## config.mk

```make
export PLATFORM = sky130hd
export DESIGN_NAME = execute_mc
export DESIGN_NICKNAME = d
export VERILOG_FILES = /design/src/rtl/exec_pkg.sv /design/src/rtl/muldiv_iter.sv /design/src/rtl/execute_mc.sv
export SDC_FILE = /design/constraint.sdc
export NUM_CORES = 1
export LEC_CHECK = 0
export CAP_MARGIN = 20
export CORE_MARGIN = 2
export CORE_UTILIZATION = 25
export DETAILED_ROUTE_END_ITERATION = 10
export SYNTH_ARGS = -nofsm -noshare
export SYNTH_HDL_FRONTEND = slang
export SYNTH_SLANG_ARGS = --single-unit
export TNS_END_PERCENT = 10
```

## constraint.sdc

```tcl
create_clock -name clk -period 12.5 [get_ports clk]
set_input_delay 2.5 -clock clk [delete_from_list [all_inputs] [get_ports clk]]
set_output_delay 2.5 -clock clk [all_outputs]
set_load 0.005 [all_outputs]
```

## src/rtl/exec_pkg.sv

```systemverilog
// Shared constants and types for the multi-cycle execute stage.
// Opcodes, ALU ops, branch codes, flag indices and the mul/div FSM.
package exec_pkg;

  localparam logic [2:0] OPC_ALU = 3'b000;
  localparam logic [2:0] OPC_RI1 = 3'b001;
  localparam logic [2:0] OPC_LI  = 3'b011;
  localparam logic [2:0] OPC_RI4 = 3'b100;
  localparam logic [2:0] OPC_RI5 = 3'b101;
  localparam logic [2:0] OPC_BR  = 3'b110;
  localparam logic [2:0] OPC_JR  = 3'b111;

  localparam logic [3:0] ALU_ADD  = 4'd0;
  localparam logic [3:0] ALU_SUB  = 4'd1;
  localparam logic [3:0] ALU_AND  = 4'd2;
  localparam logic [3:0] ALU_OR   = 4'd3;
  localparam logic [3:0] ALU_XOR  = 4'd4;
  localparam logic [3:0] ALU_SHL  = 4'd5;
  localparam logic [3:0] ALU_SHR  = 4'd6;
  localparam logic [3:0] ALU_SRA  = 4'd7;
  localparam logic [3:0] ALU_MULL = 4'd8;
  localparam logic [3:0] ALU_MULH = 4'd9;
  localparam logic [3:0] ALU_UDIV = 4'd10;
  localparam logic [3:0] ALU_UREM = 4'd11;

  localparam logic [5:0] BR_Z   = 6'd0;
  localparam logic [5:0] BR_P   = 6'd1;
  localparam logic [5:0] BR_N   = 6'd2;
  localparam logic [5:0] BR_C   = 6'd3;
  localparam logic [5:0] BR_O   = 6'd4;
  localparam logic [5:0] BR_NE  = 6'd5;
  localparam logic [5:0] BR_JMP = 6'd6;
  localparam logic [5:0] BR_NC  = 6'd7;
  localparam logic [5:0] BR_G   = 6'd8;
  localparam logic [5:0] BR_GE  = 6'd9;
  localparam logic [5:0] BR_L   = 6'd10;
  localparam logic [5:0] BR_LE  = 6'd11;
  localparam logic [5:0] BR_A   = 6'd12;
  localparam logic [5:0] BR_AE  = 6'd13;
  localparam logic [5:0] BR_B   = 6'd14;
  localparam logic [5:0] BR_BE  = 6'd15;
  localparam logic [5:0] BR_NO  = 6'd16;

  localparam int FLG_C = 0;
  localparam int FLG_Z = 1;
  localparam int FLG_N = 2;
  localparam int FLG_V = 3;

  typedef enum logic [1:0] {
    MD_IDLE,
    MD_BUSY,
    MD_DONE
  } md_state_e;

endpackage

```

## src/rtl/muldiv_iter.sv

```systemverilog
// Iterative unsigned multiply (shift-add) and restoring divide.
// One bit per cycle; kind 00 mul-lo, 01 mul-hi, 10 div, 11 rem.
module muldiv_iter
  import exec_pkg::*;
#(
  parameter int WIDTH = 16
) (
  input  logic             clk,
  input  logic             rst,
  input  logic             start_i,
  input  logic             abort_i,
  input  logic [1:0]       kind_i,
  input  logic [WIDTH-1:0] lhs_i,
  input  logic [WIDTH-1:0] rhs_i,
  output logic             busy_o,
  output logic             done_o,
  output logic [WIDTH-1:0] result_o
);

  localparam int CW = $clog2(WIDTH);

  md_state_e        state_q, state_d;
  logic [CW-1:0]    cnt_q, cnt_d;
  logic [WIDTH-1:0] acc_q, acc_d;
  logic [WIDTH-1:0] lo_q, lo_d;
  logic [WIDTH-1:0] opnd_q, opnd_d;
  logic [1:0]       kind_q, kind_d;

  logic [WIDTH:0]   msum;
  logic [WIDTH:0]   rsh;
  logic [WIDTH-1:0] rdif;
  logic             qbit;

  // One shift-add step and one restoring-divide step.
  always_comb begin
    msum = {1'b0, acc_q}
         + (lo_q[0] ? {1'b0, opnd_q} : '0);
    rsh  = {acc_q, lo_q[WIDTH-1]};
    rdif = rsh[WIDTH-1:0] - opnd_q;
    qbit = (rsh >= {1'b0, opnd_q});
  end

  // Next-state logic; abort always wins back to IDLE.
  always_comb begin
    state_d = state_q;
    cnt_d   = cnt_q;
    acc_d   = acc_q;
    lo_d    = lo_q;
    opnd_d  = opnd_q;
    kind_d  = kind_q;
    unique case (state_q)
      MD_IDLE: begin
        if (start_i) begin
          state_d = MD_BUSY;
          cnt_d   = CW'(WIDTH - 1);
          acc_d   = '0;
          kind_d  = kind_i;
          lo_d    = kind_i[1] ? lhs_i : rhs_i;
          opnd_d  = kind_i[1] ? rhs_i : lhs_i;
        end
      end
      MD_BUSY: begin
        if (kind_q[1]) begin
          acc_d = qbit ? rdif : rsh[WIDTH-1:0];
          lo_d  = {lo_q[WIDTH-2:0], qbit};
        end else begin
          {acc_d, lo_d} = {msum, lo_q[WIDTH-1:1]};
        end
        if (cnt_q == '0) begin
          state_d = MD_DONE;
        end else begin
          cnt_d = cnt_q - 1'b1;
        end
      end
      MD_DONE: state_d = MD_IDLE;
      default: state_d = MD_IDLE;
    endcase
    if (abort_i) begin
      state_d = MD_IDLE;
      cnt_d   = '0;
    end
  end

  // State and datapath registers.
  always_ff @(posedge clk) begin
    if (rst) begin
      state_q <= MD_IDLE;
      cnt_q   <= '0;
      acc_q   <= '0;
      lo_q    <= '0;
      opnd_q  <= '0;
      kind_q  <= '0;
    end else begin
      state_q <= state_d;
      cnt_q   <= cnt_d;
      acc_q   <= acc_d;
      lo_q    <= lo_d;
      opnd_q  <= opnd_d;
      kind_q  <= kind_d;
    end
  end

  assign busy_o   = (state_q == MD_BUSY);
  assign done_o   = (state_q == MD_DONE);
  assign result_o = kind_q[0] ? acc_q : lo_q;

endmodule

```

## src/rtl/execute_mc.sv

```systemverilog
// Execute stage: forwarding, ALU, branch resolve, iterative mul/div.
// Results are registered into EX/MEM; redirect is combinational.
module execute_mc
  import exec_pkg::*;
#(
  parameter int WIDTH    = 16,
  parameter int REG_BITS = 3
) (
  input  logic                clk,
  input  logic                rst,
  input  logic                bubble_in,
  input  logic                flush_in,
  input  logic [2:0]          opcode,
  input  logic [3:0]          alu_op,
  input  logic [5:0]          branch_code,
  input  logic [REG_BITS-1:0] s_1,
  input  logic [REG_BITS-1:0] s_2,
  input  logic [REG_BITS-1:0] tgt,
  input  logic [WIDTH-1:0]    imm,
  input  logic [WIDTH-1:0]    reg_out_1,
  input  logic [WIDTH-1:0]    reg_out_2,
  input  logic [REG_BITS-1:0] wb_tgt,
  input  logic [WIDTH-1:0]    wb_result_out,
  input  logic [WIDTH-1:0]    pc_in,
  output logic [WIDTH-1:0]    result,
  output logic [WIDTH-1:0]    store_data,
  output logic [REG_BITS-1:0] tgt_out,
  output logic [2:0]          opcode_out,
  output logic                bubble_out,
  output logic                stall,
  output logic                branch,
  output logic [WIDTH-1:0]    branch_tgt
);

  localparam int SHW = $clog2(WIDTH);

  logic [WIDTH-1:0]    result_q, result_d;
  logic [WIDTH-1:0]    store_q, store_d;
  logic [REG_BITS-1:0] tgt_q, tgt_d;
  logic [2:0]          opc_q, opc_d;
  logic                bub_q, bub_d;

  logic [WIDTH-1:0] op1, op2, lhs, rhs;
  logic [WIDTH-1:0] alu_res;
  logic [WIDTH:0]   sum_w, dif_w;
  logic [SHW-1:0]   shamt;
  logic             c_f, v_f;
  logic [3:0]       flags;
  logic             cond, taken;
  logic             md_op, md_valid;
  logic             md_busy, md_done;
  logic [WIDTH-1:0] md_res;

  // Operand forwarding: EX/MEM first, then WB, then regfile.
  always_comb begin
    op1 = reg_out_1;
    if (s_1 != '0 && !bub_q && tgt_q == s_1) begin
      op1 = result_q;
    end else if (s_1 != '0 && wb_tgt == s_1) begin
      op1 = wb_result_out;
    end
    op2 = reg_out_2;
    if (s_2 != '0 && !bub_q && tgt_q == s_2) begin
      op2 = result_q;
    end else if (s_2 != '0 && wb_tgt == s_2) begin
      op2 = wb_result_out;
    end
  end

  assign lhs = (opcode == OPC_LI) ? imm : op1;
  assign rhs = (opcode == OPC_RI1 ||
                opcode == OPC_RI4 ||
                opcode == OPC_RI5) ? imm : op2;

  assign sum_w = {1'b0, lhs} + {1'b0, rhs};
  assign dif_w = {1'b0, lhs} - {1'b0, rhs};
  assign shamt = rhs[SHW-1:0];

  // Single-cycle ALU; C means no-borrow on subtract.
  always_comb begin
    alu_res = '0;
    c_f     = 1'b0;
    v_f     = 1'b0;
    unique case (alu_op)
      ALU_ADD: begin
        alu_res = sum_w[WIDTH-1:0];
        c_f     = sum_w[WIDTH];
        v_f     = (lhs[WIDTH-1] == rhs[WIDTH-1])
               && (alu_res[WIDTH-1] != lhs[WIDTH-1]);
      end
      ALU_SUB: begin
        alu_res = dif_w[WIDTH-1:0];
        c_f     = !dif_w[WIDTH];
        v_f     = (lhs[WIDTH-1] != rhs[WIDTH-1])
               && (alu_res[WIDTH-1] != lhs[WIDTH-1]);
      end
      ALU_AND: alu_res = lhs & rhs;
      ALU_OR:  alu_res = lhs | rhs;
      ALU_XOR: alu_res = lhs ^ rhs;
      ALU_SHL: alu_res = lhs << shamt;
      ALU_SHR: alu_res = lhs >> shamt;
      ALU_SRA: alu_res = $unsigned($signed(lhs) >>> shamt);
      default: alu_res = '0;
    endcase
  end

  assign flags[FLG_C] = c_f;
  assign flags[FLG_Z] = (alu_res == '0);
  assign flags[FLG_N] = alu_res[WIDTH-1];
  assign flags[FLG_V] = v_f;

  // Branch condition decode from the current flags.
  always_comb begin
    cond = 1'b0;
    unique case (branch_code)
      BR_Z:    cond = flags[FLG_Z];
      BR_P:    cond = !flags[FLG_N] && !flags[FLG_Z];
      BR_N:    cond = flags[FLG_N];
      BR_C:    cond = flags[FLG_C];
      BR_O:    cond = flags[FLG_V];
      BR_NE:   cond = !flags[FLG_Z];
      BR_JMP:  cond = 1'b1;
      BR_NC:   cond = !flags[FLG_C];
      BR_G:    cond = !flags[FLG_Z]
                   && (flags[FLG_N] == flags[FLG_V]);
      BR_GE:   cond = (flags[FLG_N] == flags[FLG_V]);
      BR_L:    cond = (flags[FLG_N] != flags[FLG_V]);
      BR_LE:   cond = flags[FLG_Z]
                   || (flags[FLG_N] != flags[FLG_V]);
      BR_A:    cond = flags[FLG_C] && !flags[FLG_Z];
      BR_AE:   cond = flags[FLG_C];
      BR_B:    cond = !flags[FLG_C];
      BR_BE:   cond = !flags[FLG_C] || flags[FLG_Z];
      BR_NO:   cond = !flags[FLG_V];
      default: cond = 1'b0;
    endcase
  end

  assign taken = (opcode == OPC_BR) ? cond
                                    : (opcode == OPC_JR);

  assign md_op    = (alu_op[3:2] == 2'b10);
  assign md_valid = md_op && !bubble_in && !flush_in;

  muldiv_iter #(.WIDTH(WIDTH)) u_md (
    .clk      (clk),
    .rst      (rst),
    .start_i  (md_valid),
    .abort_i  (flush_in),
    .kind_i   (alu_op[1:0]),
    .lhs_i    (lhs),
    .rhs_i    (rhs),
    .busy_o   (md_busy),
    .done_o   (md_done),
    .result_o (md_res)
  );

  assign stall = !flush_in
              && ((md_valid && !md_busy && !md_done)
                  || md_busy);

  assign branch = !bubble_in && !flush_in
               && !stall && taken;

  assign branch_tgt = (opcode == OPC_JR) ? alu_res :
                      cond ? pc_in + imm + WIDTH'(1)
                           : pc_in + WIDTH'(1);

  // EX/MEM next values; empty, flushed or stalled slots are bubbles.
  always_comb begin
    result_d = result_q;
    store_d  = store_q;
    opc_d    = opc_q;
    tgt_d    = '0;
    bub_d    = 1'b1;
    if (!bubble_in && !flush_in && !stall) begin
      result_d = md_op ? md_res : alu_res;
      store_d  = op2;
      opc_d    = opcode;
      tgt_d    = tgt;
      bub_d    = 1'b0;
    end
  end

  // EX/MEM pipeline registers.
  always_ff @(posedge clk) begin
    if (rst) begin
      result_q <= '0;
      store_q  <= '0;
      tgt_q    <= '0;
      opc_q    <= '0;
      bub_q    <= 1'b1;
    end else begin
      result_q <= result_d;
      store_q  <= store_d;
      tgt_q    <= tgt_d;
      opc_q    <= opc_d;
      bub_q    <= bub_d;
    end
  end

  assign result     = result_q;
  assign store_data = store_q;
  assign tgt_out    = tgt_q;
  assign opcode_out = opc_q;
  assign bubble_out = bub_q;

endmodule

```

==> results.yml <==
critical_path:
  timing.rr.end: "result[13]"
  required_ps: 10000
  crit_family: "simple AND/OR/NAND/NOR gates"
  max_stage_delay_ps: 710
  ff2ff_setup_slack_ps: 7110
  r2r-start: "tgt_out[0]"
  worstSetupEndpointType: "output port"
  critPathSlowestCell: "or4_4"
  worstSetupPathType: "input port to output port"
  cp_cell_sequence: "clkdlybuf4s50_1 -> xor2_1 -> nor4_4 -> buf_4 -> mux2i_1 -> o21ai_0 -> mux2i_1 -> ha_1 -> nand2_1 -> nor2_1 -> a221oi_1 -> nand2b_1 -> a21oi_1 -> nor2_1 -> nor2_1 -> o2111ai_1 -> or4_4 -> nor4_2 -> mux2i_1 -> a211oi_4 -> buf_4 -> a221oi_2 -> clkdlybuf4s50_1"
  path_max_fanout: 11
  cp-startpoint: "s_2[2]"
  cp_num_buf_inv: 4
  endpoint: "branch_tgt[3]"
  cp-start-kind: "input port"
  worstRegToRegCells: 15
  cp_num_cells: 23
  worst_ep_arrival_time_ps: 9680
sta:
  period_share: 0.975
  setup_viol: 0
  max_freq_mhz: 82.1
  slew_headroom: 0.245
  tightest_slew_ps: 1130
  fin_crit_ps: 12180
  setup_slack_ps: 315
  holdWs_ps: 457
  slew_violations: 0
  rsz0062_at_grt: "no"
  finalSetupTns_ps: 0
  hold_violations: 0
  clock_skew_ps: 12.1
logic_synthesis:
  async_reset_ff_frac: 0
  syn-cell-area_um2: 12900
  synth_edf_count: 0
  synthXorXnorAreaFrac: 0.0530
  synth_compound_area_frac: 0.299
  ys_seq_elements: 95
  yosys.cell_types.count: 91
  synth_top_family_by_area: "compound AO/OA/AOI/OAI gates"
  ys.flop_type: "dfxtp_1"
  avgSynthCellArea_um2: 7.16
  synth_mux_area_frac: 0.106
  synth-adder-area-share: 0.107
  netlist_instances: 1800
  syn-num-nets: 2015
  synth-simple-area-share: 0.214
  yosysWarningCount: 0
  seq_area_frac_synth: 0.148
die:
  initial_utilization: 0.252
  top_level_ports: 166
  die_h_um: 231
  dieArea_um2: 53400
  rows: 83
  die_w_um: 231
  core_region_area_um2: 51100
pwr:
  p_clk_frac: 0.209
  powerDensity_nw_per_um2: 85.4
  sw_frac_of_total: 0.450
  ir_drop_v: 0.0000552
  power.static_leakage_nw: 6.18
  pwr-share-comb: 0.550
  power_frac_seq: 0.241
  power_mw: 1.35
  p_sw_mw: 0.608
  p_int_mw: 0.743
drt:
  ant_nets: 0
  detail_route.wl_per_cell_um: 23.4
  vias: 14700
  drt-pass1-iter-count: 5
  routed_wl_mm: 61.5
  drc: 0
  viasPerCell: 5.60
  drt_iter0_markers: 1195
place:
  io_buffers: 165
  dp.cells: 2607
  gp_congestion: 1.00
  dpl_cell_area_um2: 15500
  pre_cts_slack_ps: 374
  hpwl_mm: 50.1
clock_network:
  cts_setup_buffers: 0
  htreeDepth: 3
  clk_pin_slew_ps: 70
  cts_root_buffer: "clkbuf_16"
  cts-buffers-inserted: 9
  insertion_delay_ps: 360
  clockBufferDepth: 2
  clock_sinks: 95
  cts_tree: "built"
grt:
  grt_max_degree: 81
  grt_first_pass_wirelength_mm: 91.0
  grt_use_total: 0.224
  antenna_found_initial: 1
  grt-ovfl-total: 0
  grt_pass1_vias: 14300
run_status:
  run_status: "completed"
finish:
  drive_above_1_share: 0.0777
  areaGrowthSynthToFinish_pct: 22.6
  fin_nets: 2153
  fin_util: 0.309
  fin_cells: 2624
  design_area_um2: 15800
worst_hold_path:
  min_path_type: "flip-flop to flip-flop"
run:
  cap_violations: 0
tightest hold or removal path: cells and delay by family (launching register included):
| family | cells | cell delay [ps] |
|---|---|---|
| flops | 1 | 310 |
| simple gates | 1 | 50 |
| compound gates | 1 | 50 |
Yosys cell counts, types with 11 or more instances:
cell type  count  area (um2)
a211oi_1      56         420
a21o_1        19         143
a21oi_1      129         646
a221oi_1      12         105
a221oi_2      24         360
a22oi_1       20         150
and2_1        23         144
and3_1        12        75.1
buf_2         13        65.1
clkbuf_1      88         330
dfxtp_1       95        1900
ha_1         101        1260
inv_1        117         439
mux2i_1      130        1300
nand2_1      187         702
nand2b_1      13        81.3
nand3_1       44         220
nand4_1       17         106
nor2_1       192         721
nor2b_1       21         131
nor3_1        39         195
nor4_1        15        93.8
o211ai_1      28         210
o21a_1        11        82.6
o21ai_0      111         556
o21bai_1      15         113
o22ai_1       31         194
xnor2_1       51         447
xor2_1        27         236
how the worst min path moves through the flow:
| stage | slack (ps) | cells past startpoint | endpoint | startpoint |
|---|---|---|---|---|
| after floorplan | 450 | 2 | store_data[0] | store_data[0] |
| after global routing | 470 | 2 | store_data[5] | store_data[5] |
| after CTS | 460 | 2 | store_data[13] | store_data[13] |
| after detailed placement | 450 | 2 | store_data[13] | store_data[13] |
| after global placement | 450 | 2 | store_data[11] | store_data[11] |
| final | 460 | 2 | store_data[7] | store_data[7] |
cell usage in the layout (no fill, tap or decap), drive strengths merged, types with 18 or more instances in the layout:
| cell | count |
|---|---|
| a22oi | 20 |
| clkdlybuf4s50 | 163 |
| inv | 124 |
| buf | 80 |
| dfxtp | 95 |
| nand2 | 187 |
| nand3 | 44 |
| mux2i | 132 |
| a21oi | 130 |
| o211ai | 28 |
| a211oi | 57 |
| xnor2 | 51 |
| a221oi | 36 |
| ha | 101 |
| and2 | 24 |
| nor4 | 18 |
| nor2b | 21 |
| nor2 | 192 |
| o21ai | 113 |
| o22ai | 31 |
| nor3 | 39 |
| xor2 | 27 |
| a21o | 19 |
area by class of cell:
class,count,area (um2)
Clock buffer,10,239
Clock inverter,6,50.0
Multi-Input combinational cell,1468,10100
Sequential cell,95,1900
Tap cell,680,851
Timing Repair Buffer,243,2240
Fill cell,5651,35300
Inverter,121,454
Antenna cell,1,2.50
sequential cells by signal, indices dropped and copies added, names as in the netlist:
| signal | count |
|---|---|
| result | 16 |
| opcode_out | 3 |
| u_md.kind_q | 2 |
| bubble_out | 1 |
| u_md.cnt_q | 4 |
| u_md.lo_q | 16 |
| store_data | 16 |
| tgt_out | 3 |
| u_md.state_q | 2 |
| u_md.acc_q | 16 |
| u_md.opnd_q | 16 |
power groups by stage:
stage	registers [mW]	logic (mW)	clock network [mW]
3_5_place_dp	0.333	0.722	0
6_report	0.326	0.743	0.282
2_1_floorplan	0.328	0.435	0
5_1_grt	0.327	0.787	0.297
3_3_place_gp	0.332	0.730	0
4_1_cts	0.325	0.727	0.286
kinds of logic (layout without fill, tap and decap cells):
logic type | Yosys count | after routing
simple gates | 596 | 596
compound gates | 553 | 553
fa+ha+maj | 107 | 107
flops | 95 | 95
buf+inv | 237 | 380
other cells | 0 | 1
xor+xnor | 78 | 78
mux | 134 | 134
routing by layer:
metal  GRT usage  vias up  wire length (um)
met2       0.369      666             28200
met5           0        -                 0
li1            -     6827                 -
met4       0.114        0              3480
met3      0.0417      137              4510
met1       0.278     7073             25400
repair_timing:
action                                  4_1_cts  5_1_grt
hold buffers                                  0        0
endpoints found under the setup margin        0       12
resized for setup                             0        1
Power figures use the tool's default switching activity.
==> variant 1: new RTL, same settings <==
Make the reset (`rst`) asynchronous in 2 clocked blocks.
--- a/src/rtl/muldiv_iter.sv
+++ b/src/rtl/muldiv_iter.sv
@@ -82,7 +82,7 @@
   end
 
   // State and datapath registers.
-  always_ff @(posedge clk) begin
+  always_ff @(posedge clk or posedge rst) begin
     if (rst) begin
       state_q <= MD_IDLE;
       cnt_q   <= '0;
--- a/src/rtl/execute_mc.sv
+++ b/src/rtl/execute_mc.sv
@@ -183,7 +183,7 @@
   end
 
   // EX/MEM pipeline registers.
-  always_ff @(posedge clk) begin
+  always_ff @(posedge clk or posedge rst) begin
     if (rst) begin
       result_q <= '0;
       store_q  <= '0;
Function: changed (Yosys sat finds a counterexample within 4 cycles, from zero or initial values and one cycle with rst high; the reset may be asserted at any time).
==> variant 1 against the unedited design <==
- clock power shrank 1%
- area after synthesis rose by 1.3%
- setup slack worse by 8.1 ps
- power rose by 61%
- design area rose by 0.41%
- wire length shrank 0.15%
- sequential cell count unchanged
- critical endpoint is now branch_tgt[7]
- largest cell class unchanged
- highest routed layer unchanged
==> variant 1: results (changes against the unedited design) <==
metric,value,unit,change
async_flop_share,1.000,,was 0
leakage,6.639,nW,was 6.184 nW
cpPeakStageDelay,600,ps,was 710 ps
dp_hpwl,49.00,mm,was 50.07 mm
grt_max_degree,70,,was 81
fin_worst_skew,11.78,ps,was 12.13 ps
met1_usage,0.3146,,was 0.2778
synthXorXnorAreaFrac,0.04764,,was 0.05300
p_int,1.125,mW,was 742.6 uW
holdPathEnd,opcode_out[0]$_DFFE_PP0P_,,was store_data[7]$_SDFFE_PP0P_
layout-drive-gt1-share,0.08396,,was 0.07771
ys_seq_area_frac,0.1822,,was 0.1476
synthTopCellsByCount,"196 x nand2_1, 170 x nor2_1, 130 x a21oi_1",,"was 192 x nor2_1, 187 x nand2_1, 130 x mux2i_1"
synth-adder-area-share,0.1053,,was 0.1066
synth_compound_area_frac,0.2828,,was 0.2989
ir_worst_vdd,0.06798,mV,was 0.05522 mV
h-tree-depth,3,,unchanged
grt_util_met3,0.02525,,was 0.04171
rr_startpoint,tgt_out[2]$_DFF_PP0_,,was tgt_out[0]$_SDFF_PP0_
numCtsBuffers,9,,unchanged
reg2regPathDepth,20,,was 15
synth_nets,1953,,was 2015
crit_slowest_cell,or4_1,,was or4_4
vias_per_cell,5.563,,was 5.603
r2r_slack,6940,ps,was 7110 ps
synthTopCellsByArea,"dfrtp_1 18%, ha_1 9.7%, mux2i_1 9.4%",,"was dfxtp_1 15%, mux2i_1 10%, ha_1 9.8%"
r2r-end,result[13]$_DFFE_PP0P_,,was result[13]$_SDFFE_PP0P_
grt_pass1_vias,13600,,was 14309
finalWeightedCongestion,0.9993,,was 0.9999
post_dp_cell_area,15540,um2,was 15500 um2
status,"complete, no violations",,unchanged
drt_pass1_iterations,6,,was 5
clk_pin_slew,80,ps,
grt_pass1_wl,89.44,mm,was 91.03 mm
grt_use_met2,0.3411,,was 0.3695
root_buffer,clkbuf_16,,unchanged
nNetsFinal,2080,,was 2153
synth_flop_cell,dfrtp_1,,was dfxtp_1
whs,496.7,ps,was 457.0 ps
hold_start,opcode_out[0]$_DFFE_PP0P_,,was store_data[7]$_SDFFE_PP0P_
wl_per_cell,24.08,um,was 23.45 um
initialDrtViolationCount,1547,,was 1195
nFillCells,5600,,was 5651
cp_max_fo,18,,was 11
yosys-mux-area-fraction,0.1222,,was 0.1055
ys_types,93,,was 91
grt_usage,0.2193,,was 0.2239
slew_headroom,0.2457,,was 0.2452
variant 1: cell count changes after synthesis, moves of 18 or more:
cell and change:
dfrtp_1 +94, mux2_2 +28, o21ai_0 +18, nor2_1 -22, dfxtp_1 -95, o22ai_1 -22, or3_1 +19, a221oi_2 -24
inv_1 -34
variant 1: layout make-up:
| class | count | area [um2] | share of cell area |
|---|---|---|---|
| multi-input cells | 1438 | 9859 | 0.6212 |
| inverters | 93 | 354.1 | 0.02231 |
| flip-flops and latches | 95 | 2379 | 0.1499 |
| clock buffers | 9 | 225.2 | 0.01419 |
| diodes | 1 | 2.502 | 0.0001577 |
| repair buffers | 228 | 2140 | 0.1348 |
| well taps | 680 | 850.8 | 0.05361 |
| clock inverters | 7 | 61.31 | 0.003863 |
variant 1: metrics by stage:
step | std cells | power (mW) | setup slack, ps | utilization
after floorplan | 1738 | 1.368 | 1653 | -
after global placement | 2533 | 1.859 | 373.4 | 0.3017
after detailed placement | 2533 | 1.870 | 252.6 | 0.3017
after CTS | 2549 | 2.152 | 243.7 | 0.3073
after global routing | 2550 | 2.319 | 53.91 | 0.3081
final | 2551 | 2.175 | 307.2 | 0.3081
variant 1: what timing repair did:
| item | CTS | global route |
|---|---|---|
| endpoints found under the setup margin | 0 | 16 |
| resized for setup | 0 | 7 |
| setup buffers | 0 | 0 |
variant 1: routing by layer:
metal	vias up	part of all wire
li1	6580	-
met1	6889	0.46
met2	628	0.44
met3	95	0.066
met4	0	0.031
met5	-	0
variant 1: logic make-up (layout without fill, tap and decap cells):
| group | count (synthesis) | count (layout) |
|---|---|---|
| compound gates | 555 | 555 |
| simple gates | 550 | 550 |
| buf+inv | 205 | 337 |
| mux | 155 | 155 |
| fa+ha+maj | 107 | 107 |
| flops | 95 | 95 |
| xor+xnor | 71 | 71 |
| other cells | 0 | 1 |
variant 1: worst max path at each step:
| stage | slack, ps | start | endpoint |
|---|---|---|---|
| after detailed placement | 250 | s_1[0] | branch_tgt[7] |
| after floorplan | 1650 | s_2[2] | branch_tgt[0] |
| after CTS | 240 | s_1[0] | branch_tgt[7] |
| after global routing | 50 | s_2[2] | branch_tgt[7] |
| final | 310 | s_2[2] | branch_tgt[7] |
| after global placement | 370 | s_1[0] | branch_tgt[7] |
variant 1: power groups by stage:
stage | sequential, mW | clock, mW | combinational [mW]
2_1_floorplan | 0.461 | 0 | 0.907
5_1_grt | 0.532 | 0.294 | 1.49
3_3_place_gp | 0.522 | 0 | 1.34
4_1_cts | 0.517 | 0.280 | 1.36
6_report | 0.521 | 0.278 | 1.38
3_5_place_dp | 0.522 | 0 | 1.35
==> variant 2: new RTL, config.mk and constraints unchanged <==
Made on the original files. Change the parameter `REG_BITS` from 3 to 6.
--- a/src/rtl/execute_mc.sv
+++ b/src/rtl/execute_mc.sv
@@ -4,7 +4,7 @@
   import exec_pkg::*;
 #(
   parameter int WIDTH    = 16,
-  parameter int REG_BITS = 3
+  parameter int REG_BITS = 6
 ) (
   input  logic                clk,
   input  logic                rst,
Ports: changed (5 resized); port bits go from 166 to 181. No check against the original RTL was run, so the function may have changed too.
==> variant 2 against the unedited design <==
- wire length fell by 12%
- critical path type unchanged
- sequential cell count rose by 3
- power shrank 8.4%
- design area is 2.0% lower
- first-iteration DRC count grew 26%
- count of clock-buffer cells in the layout down 1
- cell count down 3.0%
- hold slack better by 11 ps
- die area decreased by 4.2%
- area after synthesis decreased by 4.3%
- sequential share of layout area is 0.64 points higher
- highest routed layer unchanged
- setup slack got worse by 200 ps
==> variant 2: results (changes against the unedited design) <==
metric,value,unit,change
status,"complete, no violations",,unchanged
clock-sinks,98,,was 95
seq_share,0.1267,,was 0.1203
crit_slowest_cell,clkdlybuf4s50_1,,was or4_4
multi_input_area,9668,um2,was 10070 um2
met1_usage,0.2817,,was 0.2778
nFillCells,5304,,was 5651
ir_worst_vdd,0.07528,mV,was 0.05522 mV
nNonClkBuffers,254,,was 243
via_count,13965,,was 14703
crit_end,branch_tgt[15],,was branch_tgt[3]
antenna_found_initial,0,,was 1
clkPwrFrac,0.249,,was 0.209
diodes,0,,was 1
pre_cts_slack,330.6,ps,was 373.7 ps
layout-drive-gt1-share,0.06592,,was 0.07771
holdPathEnd,store_data[6]$_SDFFE_PP0P_,,was store_data[7]$_SDFFE_PP0P_
syn_area,12340,um2,was 12890 um2
synth_nets,1947,,was 2015
vias_per_cell,5.487,,was 5.603
crit_start,s_2[1],,was s_2[2]
post_dp_cell_area,15070,um2,was 15500 um2
synth-adder-area-share,0.1113,,was 0.1066
nNetsFinal,2103,,was 2153
finalCritPeriodShare,0.9906,,was 0.9748
ys_seq_area_frac,0.1590,,was 0.1476
synthTopCellsByCount,"208 x nor2_1, 164 x a21oi_1, 137 x nand2_1",,"was 192 x nor2_1, 187 x nand2_1, 130 x mux2i_1"
p_comb_frac,0.480,,was 0.550
place_inst,2524,,was 2607
synthXorXnorAreaFrac,0.06600,,was 0.05300
cp_max_fo,7,,was 11
dp_hpwl,42.36,mm,was 50.07 mm
powerDensity,79.80,nW/um2,was 85.42 nW/um2
grt_util_met3,0.03201,,was 0.04171
nonClkBufAreaFrac,0.1515,,was 0.1417
multi_input_cells,1416,,was 1468
finalWeightedCongestion,0.9893,,was 0.9999
cpPeakStageDelay,580,ps,was 710 ps
nNonClkInverters,97,,was 121
hold_start,store_data[6]$_SDFFE_PP0P_,,was store_data[7]$_SDFFE_PP0P_
arrival,9880,ps,was 9680 ps
grt_pass1_wl,81.59,mm,was 91.03 mm
clock_area_frac,0.02083,,was 0.01829
r2r-end,result[15]$_SDFFE_PP0P_,,was result[13]$_SDFFE_PP0P_
wl,54.36,mm,was 61.52 mm
whs,467.7,ps,was 457.0 ps
initialDrtViolationCount,1507,,was 1195
drt_pass1_iterations,6,,was 5
ys_types,78,,was 91
port_buffers,180,,was 165
grt_usage,0.2084,,was 0.2239
synthTopCellsByArea,"dfxtp_1 16%, mux2i_1 10%, ha_1 10%",,"was dfxtp_1 15%, mux2i_1 10%, ha_1 9.8%"
grt_max_degree,89,,was 81
grt_pass1_vias,13239,,was 14309
sw_frac_of_total,0.4130,,was 0.4500
-- variant 2: changes by cell type in the layout (fill, tap and decap cells not counted), sizes merged, moves of 12 or more --
cell,unedited run,this run
nand2,187,137
a211oi,57,83
a221oi,36,9
a22oi,20,8
nor2b,21,9
a21oi,130,164
clkdlybuf4s50,163,178
inv,124,96
nor2,192,208
o21ai,113,84
nor3,39,27
o211ai,28,40
xor2,27,43
-- variant 2: critical path, delay by kind of cell --
family | cells | cell delay (ps)
AOI/OAI and AO/OA | 9 | 2990
buffers and inverters | 3 | 1290
muxes | 4 | 1200
and+or+nand+nor | 4 | 880
xor gates and xnor gates | 3 | 660
adders and majority gates | 1 | 350
-- variant 2: routing by layer --
metal | share of wire | up-vias
met5 | 0 | -
met1 | 0.44 | 6640
met4 | 0.046 | 0
met3 | 0.074 | 130
li1 | - | 6550
met2 | 0.44 | 645
-- variant 2: timing repair --
item / CTS / global route
resized for setup: 0 / 9
setup buffers: 0 / 4
endpoints found under the setup margin: 0 / 16
